$ cat src/rtl/alu_shift_seq.sv
// Sequencer that builds multi-bit LSR/ROR/ASR and SWAP from repeated single-step
// passes through an external combinational shift/swap unit.
module alu_shift_seq (
    input  logic       clk,
    input  logic       rst,
    input  logic       start,
    input  logic [1:0] op,
    input  logic [2:0] cnt,
    input  logic [7:0] din,
    output logic [7:0] sh_arg,
    output logic       sh_cin,
    output logic       sh_fn_swap,
    output logic       sh_outn,
    input  logic [7:0] sh_bus,
    input  logic       sh_cout,
    output logic       busy,
    output logic       done,
    output logic [7:0] result,
    output logic       carry
);

    typedef enum logic [1:0] {
        IDLE  = 2'd0,
        SHIFT = 2'd1,
        DONE  = 2'd2
    } state_t;

    localparam logic [1:0] OP_LSR  = 2'b00;
    localparam logic [1:0] OP_ROR  = 2'b01;
    localparam logic [1:0] OP_ASR  = 2'b10;
    localparam logic [1:0] OP_SWAP = 2'b11;

    state_t     state_reg;
    state_t     state_next;
    logic [7:0] arg_reg;
    logic [1:0] op_reg;
    logic [2:0] remaining_reg;
    logic       carry_reg;

    always_ff @(posedge clk or posedge rst) begin
        if (rst) begin
            state_reg <= IDLE;
        end else begin
            state_reg <= state_next;
        end
    end

    // Working register, latched opcode, pass counter and carry flag.
    always_ff @(posedge clk or posedge rst) begin
        if (rst) begin
            arg_reg       <= 8'h00;
            op_reg        <= OP_LSR;
            remaining_reg <= 3'd0;
            carry_reg     <= 1'b0;
        end else begin
            case (state_reg)
                IDLE: begin
                    if (start) begin
                        arg_reg       <= din;
                        op_reg        <= op;
                        remaining_reg <= (op == OP_SWAP) ? 3'd1 : cnt;
                        carry_reg     <= 1'b0;
                    end
                end
                SHIFT: begin
                    arg_reg       <= sh_bus;
                    carry_reg     <= sh_cout;
                    remaining_reg <= remaining_reg - 3'd1;
                end
                default: begin
                end
            endcase
        end
    end

    always_comb begin
        state_next = state_reg;
        case (state_reg)
            IDLE: begin
                if (start) begin
                    state_next = ((op == OP_SWAP) || (cnt != 3'd0)) ? SHIFT : DONE;
                end
            end
            SHIFT: begin
                if (remaining_reg <= 3'd1) begin
                    state_next = DONE;
                end
            end
            DONE:    state_next = IDLE;
            default: state_next = IDLE;
        endcase
    end

    always_comb begin
        busy       = 1'b0;
        done       = 1'b0;
        sh_outn    = 1'b1;
        sh_fn_swap = 1'b0;
        case (state_reg)
            SHIFT: begin
                busy       = 1'b1;
                sh_outn    = 1'b0;
                sh_fn_swap = (op_reg == OP_SWAP);
            end
            DONE:    done = 1'b1;
            default: begin
            end
        endcase
    end

    // Bit fed into position 7 selects logical, rotate or arithmetic behaviour.
    always_comb begin
        sh_cin = 1'b0;
        case (op_reg)
            OP_ROR:  sh_cin = arg_reg[0];
            OP_ASR:  sh_cin = arg_reg[7];
            default: sh_cin = 1'b0;
        endcase
    end

    assign sh_arg = arg_reg;
    assign result = arg_reg;
    assign carry  = carry_reg;

endmodule
$ cat config.mk
export PLATFORM = sky130hd
export DESIGN_NAME = alu_shift_seq
export DESIGN_NICKNAME = d
export VERILOG_FILES = /design/src/rtl/alu_shift_seq.sv
export SDC_FILE = /design/constraint.sdc
export NUM_CORES = 1
export LEC_CHECK = 0
export ABC_CLOCK_PERIOD_IN_PS = 1600
export CAP_MARGIN = 10
export CORE_MARGIN = 4
export CORE_UTILIZATION = 39
export DETAILED_ROUTE_END_ITERATION = 7
export PLACE_DENSITY = 0.81
export SYNTH_ARGS = -nofsm -noshare
export SYNTH_HDL_FRONTEND = slang
export SYNTH_SLANG_ARGS = --single-unit
$ cat constraint.sdc
create_clock -name clk -period 1.6 [get_ports clk]
set_input_delay 0.32 -clock clk [delete_from_list [all_inputs] [get_ports clk]]
set_output_delay 0.32 -clock clk [all_outputs]
set_load 0.01 [all_outputs]
==> metrics.csv, run 1 <==
stage,metric,value,unit
floorplan,rows,17,
pwr,power.share.sequential,30.0,%
routing,drc,0,
setup_path,critPathCaptureType,output pin,
pwr,p_per_area,1700,nW/um^2
synth,yosysTopAreaCell,dfrtp_1,
routing,first_pass_iters,4,
synth,synth_cell_types,26,
clock_tree,tritoncts,built,
setup_path,r2r_start,state_reg[1]$_DFFE_PP0P_,
cells_and_area,syn_to_final_growth,56.0,%
setup_path,r2r.worst_path.cells,5,
synth,synth_seq_cells,16,
clock_tree,cts_sinks,16,
clock_tree,clk_latency,0.27,ns
timing,fin_crit_sh,98.8,%
routing,vias_per_cell,5.03,
setup_path,r2r_end,remaining_reg[2]$_DFFE_PP0P_,
clock_tree,htree_levels,1,
synth,syn_avg_cell_area,9.24,um^2
setup_path,critPathMaxFanout,3,
timing,rsz0062_at_grt,yes,
synth,ys_seq_area_share,42.0,%
synth,syn_area,952,um^2
synth,synth_cells,103,
routing,num_vias,905,
cells_and_area,fin_util,65.3,%
run_status,status,"finished, final reports clean",
timing,max_slew_margin,79.5,%
pwr,p_switching,0.000991,W
global_route,grt_max_degree,17,
setup_path,regToRegSetupSlack,0.17,ns
timing,final-max-slew-violation-count,0,
routing,wl_per_cell,14.0,um
min_path,hp-class,input port to asynchronous set/reset pin,
cells_and_area,layout-drive-gt1-share,19.1,%
clock_tree,cts_root_buf,clkbuf_4,
cells_and_area,largest_register_ffs,8,
clock_tree,cts_buffers,3,
setup_path,critPathArrivalTime,1.26,ns
pwr,p_int,0.00154,W
global_route,grtUsageTotal,16.0,%
pwr,p_leak,0.722,nW
timing,clock_skew,0.00278,ns
placement,dpl.hpwl,1990,um
clock_tree,clkSlewWorstSetupHoldPaths,0.09,ns
setup_path,setup.worst_path.start_class,flop,
timing,fmax,633,MHz
routing,initialDrtViolationCount,7,
setup_path,worstPathRequired,1.28,ns
setup_path,worst-setup-path-type,flop to output pin,
global_route,grt_pass1_wl,4150,um
global_route,antenna_found_initial,0,
pwr,power_frac_comb,62.0,%
placement,dp.cells,173,
synth,synthTopCellsByArea,"dfrtp_1 42%, buf_4 7.9%, ha_1 6.6%, a31oi_1 5.3%, nand2_1 4.7%",
pwr,switching_share,39.2,%
routing,wirelength,2520,um
cells_and_area,final_cells,180,
cells_and_area,fillers,200,
floorplan,dieArea,3300,um^2
placement,place_congestion,0.890,
pwr,clockPowerShare,8.0,%
timing,worstMarginPinSlew,0.306,ns
clock_tree,clock_path_buffers,2,
floorplan,start_util,41.8,%
floorplan,die-height,57.4,um
timing,period_needed,1.58,ns
timing,final-setup-viol-count,0,
timing,finalHoldViolCount,0,
synth,synth_warnings,0,
run,drv_cap,0,
floorplan,ios,47,
global_route,grt_pass1_vias,903,
routing,route.antenna.remaining_nets,0,
floorplan,die_width,57.4,um
cells_and_area,final_nets,184,
synth,yosysTopAreaCellShare,42.0,%
pwr,vdd_drop_max,1070,uV
global_route,grt-ovfl-total,0,
placement,port_buffers,46,
floorplan,coreArea,2280,um^2
synth,syn_nets,133,
cells_and_area,antennaDiodeCount,0,
timing repair:
item | 4_1_cts | 5_1_grt
gates resized for setup | 10 | 14
buffers inserted | 1 | 3
gates cloned | 0 | 0
pin swaps | 0 | 0
setup endpoints to repair | 5 | 9
hold endpoints to repair | 0 | 0
hold buffers | 0 | 0
per-stage QoR:
stage	instance area [um^2]	hold slack [ns]	total power (W)	TNS (ns)	worst slack, ns
after floorplan	952	0.234	0.00164	0	0.355
after global placement	1430	0.485	0.00227	-0.0425	-0.0425
after detailed placement	1430	0.499	0.00232	-0.0703	-0.0703
after CTS	1450	0.346	0.00251	-0.142	-0.142
after global routing	1490	0.370	0.00276	-0.117	-0.0497
final	1490	0.347	0.00253	0	0.0200
Yosys cell counts:
cell      number
and2b_1        1
dfrtp_1       16
o21ai_1        4
a211oi_2       1
a22o_1         2
nor3b_2        1
buf_2          2
a311oi_2       1
a21oi_2        1
ha_1           5
inv_1          6
nand2_1       12
or3b_1         1
a31oi_1        8
a22oi_1        3
nor2_1         3
inv_2          1
a211oi_1       1
and2_1         7
o21ai_0        7
a21o_1         1
buf_4         10
clkbuf_1       1
nor2b_1        3
o21bai_1       2
a21oi_1        3
cell families (layout without fill, tap and decap cells):
family | count (synthesis) | count (layout) | synth area share [%]
AOI/OAI and AO/OA | 34 | 34 | 23.8
and+or+nand+nor | 28 | 28 | 15.5
buffers and inverters | 20 | 69 | 12.1
DFF | 16 | 16 | 42.0
adders and majority gates | 5 | 5 | 6.57
how the worst max path moves through the flow:
stage,startpoint,to,depth (start not counted),slack [ns]
floorplan,state_reg[0]$_DFFE_PP0P_,sh_fn_swap,3,0.35
global placement,op_reg[0]$_DFFE_PP0P_,sh_cin,4,-0.04
detailed placement,op_reg[0]$_DFFE_PP0P_,sh_cin,4,-0.07
CTS,op_reg[0]$_DFFE_PP0P_,sh_cin,5,-0.14
global route,op_reg[0]$_DFFE_PP0P_,sh_fn_swap,4,-0.05
finish,op_reg[0]$_DFFE_PP0P_,sh_fn_swap,4,0.02
power groups by stage:
stage	logic (W)	clock network (W)	registers, W
2_1_floorplan	0.000835	0	0.000807
3_3_place_gp	0.00152	0	0.000748
3_5_place_dp	0.00155	0	0.000768
4_1_cts	0.00154	0.000210	0.000757
5_1_grt	0.00173	0.000236	0.000796
6_report	0.00157	0.000202	0.000759
layout by cell type (no fill, tap or decap), drive strengths merged:
| cell type | synthesis | final |
|---|---|---|
| a211oi | 2 | 2 |
| a21o | 1 | 1 |
| a21oi | 4 | 4 |
| a22o | 2 | 2 |
| a22oi | 3 | 3 |
| a311oi | 1 | 1 |
| a31oi | 8 | 8 |
| and2 | 7 | 7 |
| and2b | 1 | 1 |
| buf | 12 | 15 |
| clkbuf | 1 | 4 |
| clkdlybuf4s50 | 0 | 35 |
| dfrtp | 16 | 16 |
| dlygate4sd2 | 0 | 2 |
| dlymetal6s2s | 0 | 6 |
| ha | 5 | 5 |
| inv | 7 | 7 |
| nand2 | 12 | 12 |
| nor2 | 3 | 3 |
| nor2b | 3 | 3 |
| nor3b | 1 | 1 |
| o21ai | 11 | 11 |
| o21bai | 2 | 2 |
| or3b | 1 | 1 |
per-layer routing:
layer | wire length (um) | GRT usage (%)
met3 | 155 | 4.30
met2 | 1360 | 26.9
met5 | 0 | 0
met4 | 13 | 4.97
met1 | 993 | 19.8
critical path: stages (launching register included):
cell and delay [ns]:
dfrtp_1 0.42, buf_4 0.14, ha_1 0.18, and2_1 0.13, clkbuf_2 0.12
cell type report:
type	instances	area [um^2]	share of cell area (%)
clock buffer	3	22.5	1.52
inverter	7	26.3	1.77
multi-input combinational	67	445	30.0
sequential	16	400	27.0
tap	28	35.0	2.36
timing repair buffer	59	556	37.4
Note: power is estimated with default switching activity, not from simulation.
==> inputs of run 2 (changes only) <==
--- a/config.mk
+++ b/config.mk
@@ -8,9 +8,10 @@
 export ABC_CLOCK_PERIOD_IN_PS = 1600
 export CAP_MARGIN = 10
 export CORE_MARGIN = 4
-export CORE_UTILIZATION = 39
+export CORE_UTILIZATION = 55
 export DETAILED_ROUTE_END_ITERATION = 7
-export PLACE_DENSITY = 0.81
+export DONT_BUFFER_PORTS = 1
+export PLACE_DENSITY = 0.73
 export SYNTH_ARGS = -nofsm -noshare
 export SYNTH_HDL_FRONTEND = slang
 export SYNTH_SLANG_ARGS = --single-unit
==> metrics.csv, run 2 (synthesis results as in run 1) <==
stage,metric,value,unit
placement,dpl_cell_area,921,um^2
clock_tree,clk_latency,0.28,ns
floorplan,ios,47,
placement,dpl.hpwl,1410,um
timing,clock_skew,0.00436,ns
clock_tree,cts_buffers,3,
clock_tree,clock_path_buffers,2,
cells_and_area,syn_to_final_growth,2.37,%
pwr,finalPower,0.00205,W
global_route,grtUsageTotal,15.6,%
floorplan,start_util,60.4,%
routing,wl_per_cell,16.7,um
floorplan,die-height,49.6,um
timing,finalHoldViolCount,16,
setup_path,worstPathRequired,1.28,ns
global_route,grt-ovfl-total,0,
cells_and_area,layout_commonest_cell,dfrtp_1,
routing,drc,0,
cells_and_area,layout_common_cells,"16 x dfrtp_1, 12 x nand2_1, 8 x a31oi_1, 7 x and2_1, 7 x o21ai_0",
placement,place_congestion,0.704,
timing,fin_crit_sh,95.7,%
floorplan,coreArea,1580,um^2
clock_tree,cts_root_buf,clkbuf_4,
setup_path,r2r_end,carry$_DFFE_PP0P_,
pwr,p_leak,0.445,nW
cells_and_area,antennaDiodeCount,0,
routing,first_pass_iters,4,
global_route,antenna_found_initial,0,
pwr,p_per_area,2100,nW/um^2
setup_path,setup.worst_path.start_class,flop,
clock_tree,htree_levels,1,
global_route,grt_pass1_vias,669,
run,drv_cap,0,
global_route,grt_pass1_wl,2980,um
routing,route.antenna.remaining_nets,0,
setup_path,critPathMaxFanout,3,
timing,setup_tns,0,ns
setup_path,r2r.worst_path.cells,4,
global_route,grt_max_degree,17,
floorplan,rows,14,
timing,max_slew_margin,59.4,%
timing,worstMarginPinSlew,0.608,ns
timing,fmax,653,MHz
routing,num_vias,723,
setup_path,worst-setup-path-type,flop to output pin,
run_status,violations,negative hold slack,
timing,final-setup-viol-count,0,
timing,final-max-slew-violation-count,0,
run_status,status,finished with violations,
clock_tree,clkSlewWorstSetupHoldPaths,0.09,ns
cells_and_area,fillers,143,
pwr,vdd_drop_max,945,uV
timing,whs,-0.0142,ns
cells_and_area,final_nets,131,
cells_and_area,post-route-cell-area,975,um^2
cells_and_area,largest_register_ffs,8,
clock_tree,cts_sinks,16,
timing,period_needed,1.53,ns
floorplan,die_width,49.6,um
setup_path,critPathCaptureType,output pin,
routing,wirelength,1940,um
clock_tree,tritoncts,built,
setup_path,regToRegSetupSlack,0.32,ns
min_path,hp-class,input port to asynchronous set/reset pin,
placement,port_buffers,0,
cells_and_area,layout-drive-gt1-share,18.0,%
setup_path,critPathArrivalTime,1.21,ns
floorplan,dieArea,2460,um^2
setup_path,r2r_start,state_reg[1]$_DFFE_PP0P_,
routing,initialDrtViolationCount,13,
routing,vias_per_cell,6.23,
==> run 2: cell types whose count changed in the layout (fill, tap and decap cells not counted), moves of 2 or more <==
| cell | before | now |
|---|---|---|
| clkdlybuf4s50_1 | 35 | 0 |
| buf_4 | 13 | 6 |
| dlymetal6s2s_1 | 6 | 0 |
| buf_2 | 2 | 0 |
| dlygate4sd2_1 | 2 | 0 |
| inv_1 | 4 | 6 |
| inv_2 | 3 | 1 |
==> run 2: worst max-delay path by stage <==
stage	start	to	slack, ns	cells past startpoint
2_1_floorplan	state_reg[0]$_DFFE_PP0P_	sh_fn_swap	0.35	3
3_3_place_gp	state_reg[1]$_DFFE_PP0P_	sh_fn_swap	0.30	2
6_report	op_reg[0]$_DFFE_PP0P_	sh_cin	0.07	3
5_1_grt	op_reg[0]$_DFFE_PP0P_	sh_cin	-0.03	3
3_5_place_dp	state_reg[1]$_DFFE_PP0P_	sh_fn_swap	0.26	2
4_1_cts	state_reg[1]$_DFFE_PP0P_	sh_fn_swap	0.03	2
==> run 2: final cells by class <==
| type | count | area [um^2] | area share [%] |
|---|---|---|---|
| clock buffers | 4 | 36.3 | 3.72 |
| flip-flops and latches | 16 | 400 | 41.1 |
| multi-input cells | 67 | 447 | 45.8 |
| repair buffers | 6 | 45.0 | 4.62 |
| inverters | 7 | 26.3 | 2.70 |
| well taps | 16 | 20.0 | 2.05 |
==> run 2: layer usage <==
| metal | vias to the layer above | GRT usage [%] | part of all wire, % |
|---|---|---|---|
| met5 | - | 0 | 0 |
| met4 | 0 | 1.84 | 0 |
| met3 | 0 | 9.94 | 8.3 |
| met2 | 30 | 25.6 | 48 |
| met1 | 349 | 17.6 | 43 |
| li1 | 344 | - | - |
==> run 2: power by group <==
group / switching, W / total, W / internal, W
registers: 0.000291 / 0.000890 / 0.000599
logic: 0.000494 / 0.000897 / 0.000403
clock network: 0.000122 / 0.000261 / 0.000138
total: 0.000907 / 0.00205 / 0.00114
==> run 2: worst max-delay path: stages, from the launching register on <==
cell	delay (ns)
dfrtp_1	0.38
inv_1	0.07
ha_1	0.31
nor2_2	0.17
==> run 2: per-stage QoR <==
step / setup WS [ns] / utilization (%) / cells
after floorplan: 0.355 / - / 103
after global placement: 0.299 / 58.4 / 111
after detailed placement: 0.264 / 58.4 / 111
after CTS: 0.0309 / 60.8 / 115
after global routing: -0.0305 / 61.8 / 116
final: 0.0693 / 61.8 / 116
==> run 2: what timing repair did <==
item,4_1_cts,5_1_grt
hold buffers,0,0
endpoints found under the setup margin,2,2
setup buffers,0,1
resized for setup,1,3
